File: config.mk
export PLATFORM = sky130hd
export DESIGN_NAME = mcparc_core_muldiv_iter
export DESIGN_NICKNAME = d
export VERILOG_FILES = /design/src/rtl/mcparc_core_muldiv_pkg.sv /design/src/rtl/mcparc_core_muldiv_iter_dpath.sv /design/src/rtl/mcparc_core_muldiv_iter.sv
export SDC_FILE = /design/constraint.sdc
export NUM_CORES = 1
export LEC_CHECK = 0
export ABC_CLOCK_PERIOD_IN_PS = 5200
export BUFFER_PORTS_ARGS = -buffer_cell sky130_fd_sc_hd__buf_2
export CAP_MARGIN = 20
export CORE_UTILIZATION = 30
export DETAILED_ROUTE_END_ITERATION = 10
export SLEW_MARGIN = 15
export SYNTH_ARGS = -nofsm -noshare
export SYNTH_HDL_FRONTEND = slang
export SYNTH_HIERARCHICAL = 1
export SYNTH_SLANG_ARGS = --single-unit
File: constraint.sdc
create_clock -name clk -period 5.2 [get_ports clk]
set_input_delay 0.52 -clock clk [delete_from_list [all_inputs] [get_ports clk]]
set_output_delay 0.52 -clock clk [all_outputs]
set_load 0.02 [all_outputs]
File: src/rtl/mcparc_core_muldiv_pkg.sv
// Shared definitions for the iterative PARC multiply/divide unit: op codes, FSM states, width.
// Optional feature macro used by the unit: MCPARC_MULDIV_EARLY_EXIT_EN.
package mcparc_core_muldiv_pkg;

    localparam int MULDIV_NBITS = 32;

    localparam logic [2:0] MULDIV_FN_MUL  = 3'd0;
    localparam logic [2:0] MULDIV_FN_DIV  = 3'd1;
    localparam logic [2:0] MULDIV_FN_DIVU = 3'd2;
    localparam logic [2:0] MULDIV_FN_REM  = 3'd3;
    localparam logic [2:0] MULDIV_FN_REMU = 3'd4;

    localparam logic [MULDIV_NBITS-1:0] MULDIV_DIVZ_QUOT = '1;

    typedef enum logic [1:0] {
        MULDIV_ST_IDLE = 2'd0,
        MULDIV_ST_CALC = 2'd1,
        MULDIV_ST_FIX  = 2'd2,
        MULDIV_ST_DONE = 2'd3
    } muldiv_state_e;

    // Only DIV and REM work on magnitudes with a sign fix-up afterwards.
    function automatic logic muldiv_fn_signed(input logic [2:0] fn);
        return (fn == MULDIV_FN_DIV) || (fn == MULDIV_FN_REM);
    endfunction

endpackage

File: src/rtl/mcparc_core_muldiv_iter_dpath.sv
// Operand, shift/accumulate and remainder/quotient registers plus the final sign fix-up.
// Latency: one iteration per step pulse, result register updated on the fix pulse.
// Backpressure: none here; the FSM in the parent gates load/step/fix. Macro: MCPARC_MULDIV_EARLY_EXIT_EN.
module mcparc_core_muldiv_iter_dpath
    import mcparc_core_muldiv_pkg::*;
(
    input  logic        clk,
    input  logic        reset,
    input  logic        load,
    input  logic [2:0]  fn,
    input  logic [31:0] a,
    input  logic [31:0] b,
    input  logic        step,
    input  logic        fix,
    output logic        early_done,
    output logic [31:0] result
);

    logic [2:0]  fn_r;
    logic        sign_a;
    logic        sign_b;
    logic        b_zero;
    logic [31:0] opnd;
    logic [31:0] rq_hi;
    logic [31:0] rq_lo;

    logic        signed_op;
    logic [31:0] a_mag;
    logic [31:0] b_mag;
    logic [32:0] rem_shift;
    logic [32:0] trial;
    logic [31:0] fix_val;

    assign signed_op = muldiv_fn_signed(fn);
    assign a_mag     = (signed_op && a[31]) ? -a : a;
    assign b_mag     = (signed_op && b[31]) ? -b : b;

    // The remainder can reach 33 bits after the shift, so the trial subtract is 33 bits wide.
    assign rem_shift = {rq_hi, rq_lo[31]};
    assign trial     = rem_shift - {1'b0, opnd};

`ifdef MCPARC_MULDIV_EARLY_EXIT_EN
    assign early_done = (fn_r == MULDIV_FN_MUL) && (rq_lo == '0);
`else
    assign early_done = 1'b0;
`endif

    always_comb begin
        fix_val = '0;
        case (fn_r)
            MULDIV_FN_MUL:                 fix_val = rq_hi;
            MULDIV_FN_DIV, MULDIV_FN_DIVU: fix_val = b_zero ? MULDIV_DIVZ_QUOT
                                                   : ((sign_a ^ sign_b) ? -rq_lo : rq_lo);
            // With a zero divisor the remainder register ends up holding |a|, so this restores a.
            MULDIV_FN_REM, MULDIV_FN_REMU: fix_val = sign_a ? -rq_hi : rq_hi;
            default:                       fix_val = '0;
        endcase
    end

    always_ff @(posedge clk or posedge reset) begin
        if (reset) begin
            fn_r   <= '0;
            sign_a <= 1'b0;
            sign_b <= 1'b0;
            b_zero <= 1'b0;
            opnd   <= '0;
            rq_hi  <= '0;
            rq_lo  <= '0;
            result <= '0;
        end else begin
            if (load) begin
                fn_r   <= fn;
                sign_a <= signed_op & a[31];
                sign_b <= signed_op & b[31];
                b_zero <= (b == '0);
                rq_hi  <= '0;
                if (fn == MULDIV_FN_MUL) begin
                    opnd  <= a;
                    rq_lo <= b;
                end else begin
                    opnd  <= b_mag;
                    rq_lo <= a_mag;
                end
            end else if (step) begin
                if (fn_r == MULDIV_FN_MUL) begin
                    rq_hi <= rq_hi + (rq_lo[0] ? opnd : 32'd0);
                    opnd  <= {opnd[30:0], 1'b0};
                    rq_lo <= {1'b0, rq_lo[31:1]};
                end else if (!trial[32]) begin
                    rq_hi <= trial[31:0];
                    rq_lo <= {rq_lo[30:0], 1'b1};
                end else begin
                    rq_hi <= rem_shift[31:0];
                    rq_lo <= {rq_lo[30:0], 1'b0};
                end
            end
            if (fix) begin
                result <= fix_val;
            end
        end
    end

endmodule

File: src/rtl/mcparc_core_muldiv_iter.sv
// Iterative 32-bit MUL/DIV/DIVU/REM/REMU unit for the PARC execute stage; FSM and counter live here.
// Latency: 34 edges accept->resp_val (MUL shorter with MCPARC_MULDIV_EARLY_EXIT_EN defined).
// Backpressure: req_rdy only in IDLE; the result is held in DONE until resp_rdy.
module mcparc_core_muldiv_iter
    import mcparc_core_muldiv_pkg::*;
#(
    parameter int NBITS = MULDIV_NBITS
) (
    input  logic             clk,
    input  logic             reset,
    input  logic             req_val,
    output logic             req_rdy,
    input  logic [2:0]       req_fn,
    input  logic [NBITS-1:0] req_a,
    input  logic [NBITS-1:0] req_b,
    output logic             resp_val,
    input  logic             resp_rdy,
    output logic [NBITS-1:0] resp_result
);

    muldiv_state_e state;
    logic [4:0]    cnt;
    logic          iter_done;
    logic          early_done;
    logic          load;
    logic          step;
    logic          fix;
    logic          calc_exit;

    assign load      = (state == MULDIV_ST_IDLE) && req_val && req_rdy;
    // A terminal CALC cycle after the last iteration lets the counted and early-exit paths share one exit test.
    assign calc_exit = iter_done || early_done;
    assign step      = (state == MULDIV_ST_CALC) && !calc_exit;
    assign fix       = (state == MULDIV_ST_FIX);

    always_ff @(posedge clk or posedge reset) begin
        if (reset) begin
            state     <= MULDIV_ST_IDLE;
            cnt       <= '0;
            iter_done <= 1'b0;
            req_rdy   <= 1'b1;
            resp_val  <= 1'b0;
        end else begin
            case (state)
                MULDIV_ST_IDLE: begin
                    if (req_val) begin
                        state     <= MULDIV_ST_CALC;
                        cnt       <= 5'd31;
                        iter_done <= 1'b0;
                        req_rdy   <= 1'b0;
                    end
                end
                MULDIV_ST_CALC: begin
                    if (calc_exit) begin
                        state <= MULDIV_ST_FIX;
                    end else if (cnt == 5'd0) begin
                        iter_done <= 1'b1;
                    end else begin
                        cnt <= cnt - 5'd1;
                    end
                end
                MULDIV_ST_FIX: begin
                    state    <= MULDIV_ST_DONE;
                    resp_val <= 1'b1;
                end
                MULDIV_ST_DONE: begin
                    if (resp_rdy) begin
                        state    <= MULDIV_ST_IDLE;
                        resp_val <= 1'b0;
                        req_rdy  <= 1'b1;
                    end
                end
                default: begin
                    state    <= MULDIV_ST_IDLE;
                    req_rdy  <= 1'b1;
                    resp_val <= 1'b0;
                end
            endcase
        end
    end

    mcparc_core_muldiv_iter_dpath u_dpath (
        .clk        (clk),
        .reset      (reset),
        .load       (load),
        .fn         (req_fn),
        .a          (req_a),
        .b          (req_b),
        .step       (step),
        .fix        (fix),
        .early_done (early_done),
        .result     (resp_result)
    );

endmodule

-- Yosys cells after proc, flatten, opt, wreduce, memory -nomap -nowiden
Cells that the tools add are included.
- order comparisons: 0
- equal/unequal tests: 14
- add/sub/neg operators: 7
- bitwise gates (word level): 3
- reduce and logical (&&, ||, !) cells: 25
- shifts and indexed selects: 0
- multiply operators: 0
- multiplexer cells: 36
- divide/modulo/power cells: 0
- operators with widths (cell ; count):
    $mux W32 ; 18
    $neg A32 Y32 ; 4
    $pmux W32 S3 ; 1
    $sub A33 B32 Y33 ; 1
    $add A32 B32 Y32 ; 1
    $logic_not A32 Y1 ; 1
    $mux W5 ; 3
    $ne A2 B2 Y1 const B ; 5
    $pmux W5 S2 ; 1
    $reduce_bool A2 Y1 ; 5
    $eq A3 B2 Y1 const B ; 3
    $pmux W2 S4 ; 1
    $eq A3 B1 Y1 const B ; 2
    $logic_not A3 Y1 ; 2
    $mux W1 ; 6
    $mux W2 ; 3
    $pmux W1 S2 ; 3
    $reduce_and A2 Y1 ; 3
    $reduce_and A3 Y1 ; 2
    $logic_and A1 B1 Y1 ; 5
    $logic_not A5 Y1 ; 1
    $sub A5 B1 Y5 const B ; 1
    $eq A2 B2 Y1 const B ; 2
    $reduce_and A4 Y1 ; 1
    other kinds (8) ; 10
- input bits: 71
- register bits: 144
- bits in latches: 0
- memories: 0
- bits in writable memories: 0
- word-level logic and storage cells: 98
- bits in read-only memories: 0
- output and inout port bits: 34

-- Longest topological paths before layout
Gate-level depths: netlist (run 1).
- depth after elaboration: 6
- mapped depth: 15
- mapped depth without buffers: 13

-- Modules after synthesis
Netlist (run 1), hierarchy kept.
- modules (own cells, without submodules) (module ; cells each ; times used ; area an instance (um^2)):
    mcparc_core_muldiv_iter_dpath ; 1853 ; 1 ; 13629.3
    mcparc_core_muldiv_iter ; 60 ; 1 ; 641.9

-- Worst setup path after synthesis (run 1)
OpenSTA, ideal clock, no wires.
- path type: register to register
- start point: register u_dpath.rq_lo[0]
- end point: register u_dpath.rq_hi[30]
- arrival: 3.208 ns
- stages on the path, launching flop included: 15
- path buffers: 2
- library setup time: 0.126 ns
- slack: 1.866 ns
- required time: 5.074 ns
- cell sequence: dfrtp_1 -> clkbuf_1 -> inv_1 -> clkbuf_1 -> nor2_1 -> ha_1 -> nor2b_1 -> o31a_1 -> o2111ai_1 -> a21oi_1 -> o31ai_1 -> o31ai_1 -> a221oi_1 -> xnor2_1 -> a221o_1
- cells in the longest elaborated chain, start to end: 5
- ends and longest elaborated chain (item ; line ; RTL):
    start, declared ; mcparc_core_muldiv_iter_dpath.sv:25 ; logic [31:0] rq_lo;
    start signal, assigned ; mcparc_core_muldiv_iter_dpath.sv:82 ; rq_lo <= a_mag;
    start signal, assigned ; mcparc_core_muldiv_iter_dpath.sv:88 ; rq_lo <= {1'b0, rq_lo[31:1]};
    start signal, assigned ; mcparc_core_muldiv_iter_dpath.sv:91 ; rq_lo <= {rq_lo[30:0], 1'b1};
    $mux W32 ; mcparc_core_muldiv_iter_dpath.sv:86 ; rq_hi <= rq_hi + (rq_lo[0] ? opnd : 32'd0);
    $add A32 B32 Y32 ; mcparc_core_muldiv_iter_dpath.sv:86 ;
    $mux W32 ; mcparc_core_muldiv_iter_dpath.sv:85 ; if (fn_r == MULDIV_FN_MUL) begin
    $mux W32 ; mcparc_core_muldiv_iter_dpath.sv:84 ; end else if (step) begin
    $mux W32 ; mcparc_core_muldiv_iter_dpath.sv:71 ; if (load) begin
    end signal, assigned ; mcparc_core_muldiv_iter_dpath.sv:86 ;
    end signal, assigned ; mcparc_core_muldiv_iter_dpath.sv:90 ; rq_hi <= trial[31:0];
    end signal, assigned ; mcparc_core_muldiv_iter_dpath.sv:93 ; rq_hi <= rem_shift[31:0];
    end, declared ; mcparc_core_muldiv_iter_dpath.sv:24 ; logic [31:0] rq_hi;
Every way passes these cells. The select of a mux whose other input is x is not followed.
A chain may end at the register's enable or synchronous reset.

-- Worst setup path in the final report (run 1)
- start point: register u_dpath.rq_hi[0]
- end point: register u_dpath.rq_hi[29]
- cells in the longest elaborated chain, start to end: 5
- elaborated cells between the ends (all ways): 6
- ends and longest elaborated chain (item ; line ; RTL):
    $sub A33 B32 Y33 ; mcparc_core_muldiv_iter_dpath.sv:40 ; assign trial = rem_shift - {1'b0, opnd};
    $mux W32 ; mcparc_core_muldiv_iter_dpath.sv:89 ; end else if (!trial[32]) begin
    $mux W32 * ; mcparc_core_muldiv_iter_dpath.sv:85 ;
    $mux W32 * ; mcparc_core_muldiv_iter_dpath.sv:84 ;
    $mux W32 * ; mcparc_core_muldiv_iter_dpath.sv:71 ;
Mark *: on every way between the ends. The rest lies on a longest branch, timed or not. The select of a mux whose other input is x is not followed.

==> impl_metrics.ini, run 1 <==
[cts]
clockBufferDepth = 2
cts-buffers-inserted = 17
cts_max_level = 4
path_clk_slew_ps = 70
post_cts_buffers = 0
insertion_delay_ps = 450
clock-root-buffer = clkbuf_16
cts_resized = 0
tritoncts = built
cts_sinks = 144
holdBufCountCts = 0

[drt]
drtAntennaViolNets = 0
routedWlPerCell_um = 21.91
first_iter_violations = 1817
vias = 15187
drc = 16
wl_mm = 56.38
dr.pass1.iters = 9
viasPerCell = 5.902

[sta]
rsz0062_at_grt = no
finalHoldViolCount = 0
setup_violations = 0
period_share = 0.7968
drv_slew = 0
fmax_mhz = 241.4
fin_setup_tns_ps = 0
relSlewSlack = 0.2861
fin_crit_ps = 4143
worst_pin_slew_ps = 1071
skew_ps = 12.25

[global_routing]
grt-ovfl-total = 0
grt.total_usage = 0.2317
grt_max_degree = 100
grt_pass1_wl_mm = 85.42
grt_pass1_vias = 14021
antenna_found_initial = 4

[synth]
yosysSeqAreaShare = 0.2526
synth_edf_count = 0
synthFlopType = dfrtp_1
synth.distinct_cells = 76
syn_area_um2 = 14270
yosys_warnings = 6
async_flop_share = 1.000
synth_area_leaders = dfrtp_1 (25%), o21ai_0 (8.1%), ha_1 (6.5%), nand2_1 (5.5%), xnor2_1 (5.3%)
yosysTopAreaCell = dfrtp_1
synth_top_area_share = 0.2507
ys_ff_latch = 144
synth_nets = 2060
synth_area_per_cell_um2 = 7.460
netlist_instances = 1913

[finish]
nets = 2098
layout-drive-gt1-share = 0.09985
syn_to_final_growth_pct = 11.81
fin_util = 0.3413
final_area_um2 = 15960

[floorplanning]
chipHeight_um = 220.1
die_w_um = 220.1
start_util = 0.3052
core-area_um2 = 46750
ios = 105
die_area_um2 = 48450
rows = 79

[power]
p_per_area_nw_per_um2 = 693.4
leakagePower_nw = 6.759
irDropWorstVdd_uv = 317.3

[outcome]
violations = design-rule violations
status = finished with violations

[placement]
place_area_um2 = 15370
place.port_buffers = 104
place_hpwl_mm = 42.63
place_congestion = 0.9866

[critical_path]
rr_startpoint = u_dpath/rq_hi[0]
worstPathArrival_ps = 4430
startpoint_type = flop
path_max_fanout = 17
worstPathRequired_ps = 5490
r2r_setup_slack_ps = 1060
worst_setup_path_end_kind = flop
critPathLaunch = u_dpath/rq_hi[0]
path_class = flop to flop

[hold_path]
hold_class = input port to async pin

[run]
cap_violations = 0
-- placed cells by master (no fill, tap or decap), types with 6 or more instances in the layout --
cell type / n
or3_1: 17
a31oi_1: 24
nor2b_1: 6
a21oi_1: 149
clkbuf_16: 17
mux2_2: 9
o41ai_1: 12
and2_1: 11
a21boi_0: 8
a22oi_1: 16
dfrtp_1: 143
nor3_1: 37
inv_1: 108
o31ai_1: 30
buf_2: 104
o311a_1: 11
mux2i_1: 37
ha_1: 74
o221ai_1: 10
o21a_1: 12
o211ai_1: 75
nand2b_1: 23
xnor2_1: 86
nand3_1: 83
buf_4: 29
a21o_1: 27
o22ai_1: 26
o21bai_1: 7
nand2_1: 211
nor2_1: 117
nor4_1: 13
a311oi_1: 9
and3_1: 15
or4_1: 16
xor2_1: 46
o21ai_0: 231
a211oi_1: 9
-- per-layer routing --
layer,part of all wire,wire length (µm),up-vias,track usage
li1,-,-,7088,-
met1,0.46,25670,7310,0.3293
met2,0.43,24470,701,0.3503
met3,0.089,5021,86,0.04983
met4,0.022,1214,2,0.06345
met5,0.00014,8,-,0
-- final timing paths --
check / end / cells past startpoint
max reg2reg: u_dpath/rq_hi[29] / 12
min in group clk: resp_val / 2
min reg2reg: u_dpath/result[19] / 1
max in group asynchronous: u_dpath/rq_lo[28] / 3
min: state[1] / 2
max: u_dpath/rq_hi[29] / 12
-- critical path, stage by stage, from the launching register on --
cell and delay, ps:
dfrtp_1 520, inv_1 130, fa_1 410, nand2b_1 180, a21oi_1 260, o211ai_1 230, a21boi_0 320, a211o_1 290
a21oi_1 240, nor2_2 470, buf_4 380, mux2i_1 410, o21ai_0 120
-- logic make-up after synthesis --
logic type,share of synthesized area
and+or+nand+nor,0.1967
AOI/OAI and AO/OA,0.3090
adders and majority gates,0.06768
xor gates and xnor gates,0.08101
muxes,0.03305
buffers and inverters,0.05970
DFF,0.2526
other,0.0002628
-- registers in the layout, summed over array words and instances (netlist names) --
signal and count:
u_dpath/fn_r 3, state 2, u_dpath/sign_a 1, cnt 5
resp_val 1, u_dpath/opnd 32, u_dpath/rq_hi 32, iter_done 1
u_dpath/b_zero 1, u_dpath/sign_b 1, u_dpath/rq_lo 32, u_dpath/result 32
req_rdy 1
-- final cells by class --
| type | instances | area (µm²) |
|---|---|---|
| tap | 607 | 759.5 |
| clock inverter | 12 | 137.6 |
| clock buffer | 19 | 442.9 |
| timing repair buffer | 133 | 738.2 |
| sequential | 144 | 3605 |
| multi-input combinational | 1546 | 9852 |
| inverter | 109 | 414.1 |
| antenna | 3 | 7.507 |
| fill | 4925 | 30800 |
-- power breakdown --
part | internal [W] | leakage, nW | switching, W
Combinational | 0.00270 | 4.68 | 0.00471
Sequential | 0.00159 | 1.80 | 0.000806
Clock | 0.000719 | 0.279 | 0.000542
Total | 0.00501 | 6.76 | 0.00605
-- Yosys cell counts, drive strengths merged, types with 14 or more instances --
master	count
inv	109
or4	19
nand3	83
xor2	46
ha	74
a22oi	16
nor4	14
o22ai	26
nor2	119
nand2	211
a31oi	24
a21o	27
buf	17
nand2b	24
nor3	40
a21oi	150
o211ai	75
and3	16
o31ai	30
clkbuf	97
xnor2	86
or3	18
dfrtp	143
mux2i	37
o21ai	234
-- through the flow --
step	cells	setup slack, ps	hold slack, ps	total power, W
final	2573	1057	107.6	0.01106
after global routing	2572	914.5	140.4	0.01183
after CTS	2570	1112	112.9	0.01085
after detailed placement	2539	1152	462.8	0.009551
after global placement	2539	1174	461.7	0.009484
after floorplan	1913	1097	359.5	0.007287
(Power assumes the default switching activity.)
==> inputs of run 2 (changes only) <==
--- a/config.mk
+++ b/config.mk
@@ -5,7 +5,7 @@
 export SDC_FILE = /design/constraint.sdc
 export NUM_CORES = 1
 export LEC_CHECK = 0
-export ABC_CLOCK_PERIOD_IN_PS = 5200
+export ABC_CLOCK_PERIOD_IN_PS = 3400
 export BUFFER_PORTS_ARGS = -buffer_cell sky130_fd_sc_hd__buf_2
 export CAP_MARGIN = 20
 export CORE_UTILIZATION = 30
==> constraint.sdc (replaced) <==
create_clock -name clk -period 3.4 [get_ports clk]
set_input_delay 0.34 -clock clk [delete_from_list [all_inputs] [get_ports clk]]
set_output_delay 0.34 -clock clk [all_outputs]
set_load 0.02 [all_outputs]
==> run 2 against run 1 <==
Compared with the run above:
- the flow still finishes with violations (design-rule violations)
- combinational power grew 67%
- die area is the same
- first-iteration DRC count shrank 5.8%
- cell count grew 3.6%
- largest cell class unchanged
- sequential power grew 43%
- global-route usage grew 0.12 points
- wire length grew 0.68%
- clock skew shrank 0.78 ps
- worst setup slack lost 920 ps
==> impl_metrics.ini, run 2 (same netlist as run 1, synthesis figures left out) <==
[outcome]
status = finished with violations
violations = design-rule violations

[cts]
clockBufferDepth = 2
clock-root-buffer = clkbuf_16
insertion_delay_ps = 450
path_clk_slew_ps = 70
cts-buffers-inserted = 17
cts_sinks = 144
tritoncts = built
cts_max_level = 4

[finish]
final_area_um2 = 16790
nets = 2192
layout_common_cells = o21ai_0 (229), nand2_1 (210), a21oi_1 (146)
syn_to_final_growth_pct = 17.68
final_common_cell = o21ai_0
layout-drive-gt1-share = 0.1478

[hold_path]
hold_end = resp_val
hold_depth = 2
hp-start = resp_rdy
hold_class = input port to flop

[sta]
skew_ps = 11.47
period_share = 0.9598
fin_crit_ps = 3263
worst_hold_slack_ps = 87.68
worst_pin_slew_ps = 930.2
finalHoldViolCount = 0
drv_slew = 0
fmax_mhz = 306.4
setup_violations = 0
relSlewSlack = 0.3785

[placement]
place.port_buffers = 104
place_hpwl_mm = 44.41
place_area_um2 = 16070
place_congestion = 1.006

[power]
p_switching_w = 0.009395
seq_power_share = 0.194
leakagePower_nw = 7.246
switching_share = 0.5313
irDropWorstVdd_uv = 458.1
p_int_w = 0.008289
finalPower_w = 0.01768
p_per_area_nw_per_um2 = 1053
pwr-share-comb = 0.702
clkPwrFrac = 0.104

[drt]
wl_mm = 56.77
routedWlPerCell_um = 21.29
drc = 16
viasPerCell = 5.860
first_iter_violations = 1711
vias = 15623
drtAntennaViolNets = 0
dr.pass1.iters = 10

[critical_path]
rr_startpoint = u_dpath/rq_hi[3]
path_class = flop to flop
worst_setup_path_end_kind = flop
cp_top_family = compound AO/OA/AOI/OAI gates
crit_buf_inv = 0
r2r_setup_slack_ps = 140
path_max_fanout = 8
reg2reg_to = u_dpath/rq_hi[25]
startpoint_type = flop
crit_path_cell_trace = ha_1 -> a21oi_1 -> a21boi_0 -> o311ai_2 -> nand3_2 -> a21o_1 -> a2111oi_0 -> a311oi_1 -> a31oi_1 -> o211ai_1
worstPathRequired_ps = 3710
rr_worst_depth = 10
critPathSlowestCell = dfrtp_1
critical_path.max_stage_delay_ps = 500
worstPathArrival_ps = 3570

[floorplanning]
rows = 79
die_w_um = 220.1
die_area_um2 = 48450
ios = 105
chipHeight_um = 220.1
start_util = 0.3052
core-area_um2 = 46750

[global_routing]
grt_pass1_vias = 14389
grt_pass1_wl_mm = 85.86
grt-ovfl-total = 0
antenna_found_initial = 4
grt.total_usage = 0.2329
grt_max_degree = 72

[run]
cap_violations = 0
-- run 2: cell count changes in the layout (fill, tap and decap cells not counted), moves of 2 or more --
cell	change
buf_6	+2
o31ai_1	-3
a21oi_1	-3
buf_4	+87
clkinv_2	+2
o21ai_0	-2
buf_12	+4
o21ai_1	+2
a21oi_2	+2
clkinv_4	-2
o31ai_4	+2
-- run 2: how the worst max path moves through the flow --
| stage | to | slack [ps] | cells past startpoint | from |
|---|---|---|---|---|
| 6_report | u_dpath/rq_hi[25] | 140 | 10 | u_dpath/rq_hi[3] |
| 5_1_grt | u_dpath/rq_hi[24] | -20 | 12 | u_dpath/rq_lo[0] |
| 4_1_cts | u_dpath/rq_hi[30] | 0.01 | 13 | u_dpath/opnd[0] |
| 3_5_place_dp | u_dpath/rq_hi[25] | -130 | 10 | u_dpath/rq_hi[3] |
| 3_3_place_gp | u_dpath/rq_hi[25] | -50 | 10 | u_dpath/rq_hi[3] |
| 2_1_floorplan | u_dpath/rq_hi[30] | 70 | 14 | u_dpath/rq_lo[0] |
-- run 2: cell type report --
| cell class | count | area, µm² |
|---|---|---|
| Tap cell | 607 | 759.5 |
| Fill cell | 4909 | 29960 |
| Antenna cell | 2 | 5.005 |
| Sequential cell | 144 | 3606 |
| Clock inverter | 12 | 108.9 |
| Clock buffer | 19 | 452.9 |
| Timing Repair Buffer | 227 | 1504 |
| Multi-Input combinational cell | 1546 | 9946 |
| Inverter | 109 | 412.9 |
-- run 2: repair_timing --
action	CTS	global route
resized for setup	2	23
pin swaps	0	9
hold endpoints to repair	9	0
endpoints found under the setup margin	2	37
hold buffers	1	0
setup buffers	0	6
-- run 2: worst reg2reg max path: stages, from the launching register on --
cell and delay, ps:
dfrtp_1 500, ha_1 430, a21oi_1 210, a21boi_0 170
o311ai_2 350, nand3_2 200, a21o_1 290, a2111oi_0 380
a311oi_1 140, a31oi_1 310, o211ai_1 140
-- run 2: power groups by stage --
stage | clock network, W | logic, W | registers, W
global route | 0.00193 | 0.0134 | 0.00352
CTS | 0.00186 | 0.0119 | 0.00340
global placement | 0 | 0.0117 | 0.00339
detailed placement | 0 | 0.0118 | 0.00342
finish | 0.00184 | 0.0124 | 0.00343
floorplan | 0 | 0.00790 | 0.00325
-- run 2: per-layer routing --
layer  vias up  track usage  wire length, µm
met5         -            0               27
met4         4      0.08299             1877
met3        83      0.04500             5267
met2       775       0.3461            24050
met1      7469       0.3319            25540
li1       7292            -                -
-- run 2: per-stage QoR --
| stage | utilization | TNS (ps) | std cells | setup WS [ps] |
|---|---|---|---|---|
| global route | 0.3591 | -45.95 | 2664 | -19.70 |
| detailed placement | 0.3437 | -130.5 | 2626 | -130.5 |
| CTS | 0.3560 | 0 | 2658 | 0.01243 |
| finish | 0.3592 | 0 | 2666 | 136.8 |
| floorplan | - | 0 | 1913 | 65.88 |
| global placement | 0.3437 | -45.70 | 2626 | -45.70 |
